File: config.mk
export PLATFORM = sky130hd
export DESIGN_NAME = spi_receptor
export DESIGN_NICKNAME = d
export VERILOG_FILES = /design/src/rtl/spi_pkg.sv /design/src/rtl/spi_sync.sv /design/src/rtl/spi_receptor.sv
export SDC_FILE = /design/constraint.sdc
export NUM_CORES = 1
export LEC_CHECK = 0
export CAP_MARGIN = 15
export CORE_ASPECT_RATIO = 1.5
export CORE_MARGIN = 2
export CORE_UTILIZATION = 50
export CTS_CLUSTER_SIZE = 40
export DETAILED_ROUTE_END_ITERATION = 16
export PLACE_DENSITY = 0.74
export SYNTH_ARGS = -nofsm -noshare
export SYNTH_HDL_FRONTEND = slang
export SYNTH_SLANG_ARGS = --single-unit
File: constraint.sdc
create_clock -name CLK -period 4.7 [get_ports CLK]
set_clock_uncertainty 0.2 [all_clocks]
set_input_delay 0.705 -clock CLK [delete_from_list [all_inputs] [get_ports CLK]]
set_output_delay 0.705 -clock CLK [all_outputs]
set_load 0.05 [all_outputs]
File: src/rtl/spi_pkg.sv
// rtl/spi_pkg.sv - shared SPI encodings and defaults
package spi_pkg;

  typedef enum logic [1:0] {
    IDLE  = 2'd0,
    SHIFT = 2'd1,
    DONE  = 2'd2
  } state_t;

  // Mode constants are {CKP, CPH}
  localparam logic [1:0] MODE0 = 2'b00;
  localparam logic [1:0] MODE1 = 2'b01;
  localparam logic [1:0] MODE2 = 2'b10;
  localparam logic [1:0] MODE3 = 2'b11;

  localparam int DEFAULT_WIDTH = 8;

endpackage

File: src/rtl/spi_sync.sv
// rtl/spi_sync.sv - flop-chain synchronizer for one asynchronous input
module spi_sync #(
  parameter int   SYNC_STAGES = 2,
  parameter logic RST_VAL     = 1'b0
) (
  input  logic clk_i,
  input  logic rst_ni,
  input  logic d_i,
  output logic q_o
);

  logic [SYNC_STAGES-1:0] sync_q;

  always_ff @(posedge clk_i or negedge rst_ni) begin
    if (!rst_ni) begin
      sync_q <= {SYNC_STAGES{RST_VAL}};
    end else begin
      sync_q <= (sync_q << 1) | SYNC_STAGES'(d_i);
    end
  end

  assign q_o = sync_q[SYNC_STAGES-1];

endmodule

File: src/rtl/spi_receptor.sv
// rtl/spi_receptor.sv - oversampling SPI responder, all four CKP/CPH modes
module spi_receptor
  import spi_pkg::*;
#(
  parameter int WIDTH       = DEFAULT_WIDTH,
  parameter int SYNC_STAGES = 2
) (
  input  logic             CLK,
  input  logic             RESET,
  input  logic             CKP,
  input  logic             CPH,
  input  logic             SCK,
  input  logic             CS,
  input  logic             MOSI,
  input  logic [WIDTH-1:0] DATAINPUT,
  output logic             MISO,
  output logic [WIDTH-1:0] DATAOUT,
  output logic             VALID,
  output logic             BUSY
);

  localparam int              CW   = $clog2(WIDTH) + 1;
  localparam logic [CW-1:0]   LAST = CW'(WIDTH - 1);

  logic sck_s, cs_s, mosi_s;
  logic sck_prev_q, cs_prev_q;
  logic sck_rise, sck_fall, lead_e, trail_e, sample_e, shift_e, cs_fall;

  state_t           state_q, state_d;
  logic [CW-1:0]    cnt_q, cnt_d;
  logic [WIDTH-1:0] rx_q, rx_d, rx_next;
  logic [WIDTH-1:0] tx_q, tx_d, tx_load;
  logic [WIDTH-1:0] dout_q, dout_d;
  logic             miso_q, miso_d;

  spi_sync #(.SYNC_STAGES(SYNC_STAGES), .RST_VAL(1'b0)) u_sync_sck
    (.clk_i(CLK), .rst_ni(RESET), .d_i(SCK), .q_o(sck_s));
  spi_sync #(.SYNC_STAGES(SYNC_STAGES), .RST_VAL(1'b1)) u_sync_cs
    (.clk_i(CLK), .rst_ni(RESET), .d_i(CS), .q_o(cs_s));
  spi_sync #(.SYNC_STAGES(SYNC_STAGES), .RST_VAL(1'b0)) u_sync_mosi
    (.clk_i(CLK), .rst_ni(RESET), .d_i(MOSI), .q_o(mosi_s));

  assign sck_rise = sck_s & ~sck_prev_q;
  assign sck_fall = ~sck_s & sck_prev_q;
  assign lead_e   = CKP ? sck_fall : sck_rise;
  assign trail_e  = CKP ? sck_rise : sck_fall;
  assign sample_e = CPH ? trail_e : lead_e;
  assign shift_e  = CPH ? lead_e : trail_e;
  assign cs_fall  = ~cs_s & cs_prev_q;

  assign rx_next = (rx_q << 1) | WIDTH'(mosi_s);
  // With CPH=0 the MSB is presented at frame start, so tx holds the remaining bits
  assign tx_load = CPH ? DATAINPUT : (DATAINPUT << 1);

  always_ff @(posedge CLK or negedge RESET) begin
    if (!RESET) begin
      sck_prev_q <= 1'b0;
      cs_prev_q  <= 1'b1;
      state_q    <= IDLE;
      cnt_q      <= '0;
      rx_q       <= '0;
      tx_q       <= '0;
      dout_q     <= '0;
      miso_q     <= 1'b0;
    end else begin
      sck_prev_q <= sck_s;
      cs_prev_q  <= cs_s;
      state_q    <= state_d;
      cnt_q      <= cnt_d;
      rx_q       <= rx_d;
      tx_q       <= tx_d;
      dout_q     <= dout_d;
      miso_q     <= miso_d;
    end
  end

  always_comb begin
    state_d = state_q;
    cnt_d   = cnt_q;
    rx_d    = rx_q;
    tx_d    = tx_q;
    dout_d  = dout_q;
    miso_d  = miso_q;
    case (state_q)
      IDLE: begin
        cnt_d  = '0;
        miso_d = 1'b0;
        if (cs_fall) begin
          state_d = SHIFT;
          tx_d    = tx_load;
          miso_d  = CPH ? 1'b0 : DATAINPUT[WIDTH-1];
        end
      end
      SHIFT: begin
        // A final sample coinciding with CS release still completes the frame
        if (sample_e && cnt_q == LAST) begin
          rx_d    = rx_next;
          dout_d  = rx_next;
          cnt_d   = cnt_q + 1'b1;
          state_d = DONE;
        end else if (cs_s) begin
          state_d = IDLE;
          cnt_d   = '0;
          miso_d  = 1'b0;
        end else if (sample_e) begin
          rx_d  = rx_next;
          cnt_d = cnt_q + 1'b1;
        end else if (shift_e && (CPH || cnt_q != '0)) begin
          miso_d = tx_q[WIDTH-1];
          tx_d   = tx_q << 1;
        end
      end
      DONE: begin
        cnt_d = '0;
        tx_d  = tx_load;
        if (!CPH) miso_d = DATAINPUT[WIDTH-1];
        if (cs_s) begin
          state_d = IDLE;
          miso_d  = 1'b0;
        end else begin
          state_d = SHIFT;
        end
      end
      default: state_d = IDLE;
    endcase
  end

  assign MISO    = miso_q;
  assign DATAOUT = dout_q;
  assign VALID   = (state_q == DONE);
  assign BUSY    = (state_q != IDLE);

endmodule

==> results.sh <==
export IMPL_antenna_found_initial=0
export IMPL_num_vias=1241
export IMPL_worst_pin_slew_ns=0.6780
export IMPL_final_setup_tns_ns=0
export IMPL_drc=0
export IMPL_dr_first_iter_drc_count=19
export IMPL_worstSetupEndpointType="register"
export IMPL_syn_inst=156
export IMPL_fin_crit_ns=3.171
export IMPL_cp_cell_sequence="clkdlybuf4s50_1 > xnor2_1 > mux2i_1 > nor2b_1 > a211oi_4 > mux2_2"
export IMPL_status="finished clean"
export IMPL_startpoint_type="input pin"
export IMPL_wl_per_cell_um=15.00
export IMPL_final_antenna_net_count=0
export IMPL_arrival_ns=3.15
export IMPL_final_hold_viol_count=0
export IMPL_yosys_area_top_type="dfrtp_1"
export IMPL_synthArstFlopShare_pct=100.0
export IMPL_ys_ff_latch=38
export IMPL_stdcell_area_sq_mm=0.002202
export IMPL_synth_cell_types=34
export IMPL_clk_insertion_delay_late_ns=0.29
export IMPL_cts_setup_buffers=0
export IMPL_grt_max_degree=39
export IMPL_grt_pass1_vias=1293
export IMPL_clock_root_buffer="clkbuf_8"
export IMPL_worst_slack_ns=1.529
export IMPL_dieArea_sq_mm=0.004160
export IMPL_synth_top_area_share_pct=47.98
export IMPL_finalWirelength_um=3420
export IMPL_syn_mean_instance_area_sq_um=11.70
export IMPL_leakage_nw=0.9925
export IMPL_cp_buffers_inverters=1
export IMPL_track_usage_pct=20.05
export IMPL_rsz0062_at_grt="false"
export IMPL_cap_viol_max_count=0
export IMPL_multi_input_comb_area_sq_um=824.5
export IMPL_nFillCells=294
export IMPL_relSlewSlack_pct=54.80
export IMPL_syn_nets=177
export IMPL_coreArea_sq_mm=0.003448
export IMPL_die_w_um=53.34
export IMPL_grt_overflow=0
export IMPL_yosysWarnings=0
export IMPL_hold_path_class="register to register"
export IMPL_ys_flop_type="dfrtp_1"
export IMPL_drive_gt1_share_pct=20.97
export IMPL_synth_seq_area_share_pct=52.30
export IMPL_cts_resized=0
export IMPL_cts_buffers=5
export IMPL_path_max_fanout=13
export IMPL_crit_required_ns=4.68
export IMPL_grt_pass1_wl_um=5934
export IMPL_path_clk_slew_ns=0.07
export IMPL_placed_area_sq_mm=0.002120
export IMPL_clock_sinks=38
export IMPL_io_pins=26
export IMPL_netlist_area_sq_mm=0.001826
export IMPL_cts_htree_levels=2
export IMPL_dr_pass1_iters=4
export IMPL_crit_path_top_delay_cell="clkdlybuf4s50_1"
export IMPL_cts_hold_buf=0
export IMPL_max_freq_mhz=315.4
export IMPL_syn_to_final_growth_pct=20.63
export IMPL_synth_edff_count=0
export IMPL_clock_path_buffers=2
export IMPL_p_per_area_mw_per_mm2=445.2
export IMPL_start_util_pct=52.94
export IMPL_diodes=0
export IMPL_synth_area_leaders="dfrtp_1 48%, mux2_2 14%, mux2i_1 4.9%"
export IMPL_hpwlAfterDp_um=2489
export IMPL_rows=26
export IMPL_gp_congestion=0.8782
export IMPL_setup_viol=0
export IMPL_fin_nets=206
export IMPL_cts_tree="yes"
export IMPL_chipHeight_um=78.01
export IMPL_crit_family="buffers and inverters"
export IMPL_slowest_delay_ns=0.87
export IMPL_port_buffers=25
export IMPL_viasPerCell=5.443
export IMPL_synth_commonest_cells="35 x dfrtp_1, 23 x mux2_2, 16 x o21ai_0, 15 x nand2_1, 9 x mux2i_1"
export IMPL_final_max_slew_viol_count=0
export IMPL_critPathKind="input pin to register"
export IMPL_pre_cts_ws_ns=1.221
export IMPL_seqCellArea_sq_um=954.7
export IMPL_finalCritPeriodShare_pct=67.46
export IMPL_peakVddDrop_mv=0.3424
export IMPL_synthMostInstantiatedCell="dfrtp_1"
-- area by class of cell --
cell class | instances | share of cell area (%)
flip-flops and latches | 38 | 43.35
multi-input cells | 106 | 37.44
repair buffers | 26 | 11.70
clock buffers | 6 | 3.295
well taps | 42 | 2.386
inverters | 8 | 1.364
clock inverters | 2 | 0.4545
-- cell usage in the layout (no fill, tap or decap), types with 3 or more instances in the layout --
master	n
nor2b_1	3
inv_1	8
o21ai_0	16
nand3b_1	4
dfrtp_1	35
ha_1	6
dfstp_2	3
nand3_1	3
clkbuf_8	5
mux2_2	23
mux2i_1	9
nand2_1	15
clkdlybuf4s50_1	25
nor2_1	4
-- kinds of logic (layout without fill, tap and decap cells) --
group | Yosys count | count (layout) | synth area share, %
simple gates | 39 | 39 | 11.17
xor+xnor | 2 | 2 | 0.9597
compound gates | 27 | 27 | 9.802
buf+inv | 12 | 42 | 2.536
fa+ha+maj | 6 | 6 | 4.112
mux | 32 | 32 | 19.12
flops | 38 | 38 | 52.30
-- final timing paths --
path	depth (start not counted)	slack (ns)	end	start
setup / recovery	6	1.53	tx_q[3]	CPH
hold / removal	0	0.15	u_sync_cs.sync_q[1]	u_sync_cs.sync_q[0]
setup reg to reg	5	2.17	MISO	state_q[1]
hold reg to reg	0	0.15	u_sync_cs.sync_q[1]	u_sync_cs.sync_q[0]
max in group asynchronous	2	3.31	u_sync_cs.sync_q[0]	RESET
min in group asynchronous	2	0.63	tx_q[0]	RESET
-- report_power, final --
| group | internal, mW | switching (mW) | leakage [nW] |
|---|---|---|---|
| logic | 0.153 | 0.165 | 0.462 |
| registers | 0.403 | 0.0484 | 0.485 |
| clock network | 0.103 | 0.108 | 0.0450 |
-- registers in the layout (all words and copies together), names as in the netlist, 2 cells and up --
signal              cells
rx_q                    7
u_sync_cs.sync_q        2
u_sync_sck.sync_q       2
u_sync_mosi.sync_q      2
tx_q                    8
state_q                 2
cnt_q                   4
DATAOUT                 8
-- through the flow --
stage | total power [mW] | utilization, % | hold slack, ns | std cells
after CTS | 0.9976 | 63.86 | 0.1539 | 228
after global placement | 0.7604 | 61.47 | 0.1339 | 220
after global routing | 1.057 | 63.86 | 0.1567 | 228
after floorplan | 0.6905 | - | 0.1312 | 156
final | 0.9805 | 63.86 | 0.1512 | 228
after detailed placement | 0.7816 | 61.47 | 0.1379 | 220
-- layer usage --
| metal | share of wire (%) | track usage, % | up-vias |
|---|---|---|---|
| met4 | 2.4 | 9.231 | 0 |
| met2 | 54 | 33.70 | 26 |
| li1 | - | - | 599 |
| met3 | 4.4 | 6.346 | 7 |
| met1 | 39 | 22.11 | 609 |
| met5 | 0 | 0 | - |
-- worst register-to-register path: stages, from the launching register on --
cell and delay, ns:
dfrtp_1 0.42, inv_1 0.09, ha_1 0.59, or3b_2 0.66, nand3_1 0.13, mux2_2 0.33
Note: power is estimated with default switching activity, not from simulation.
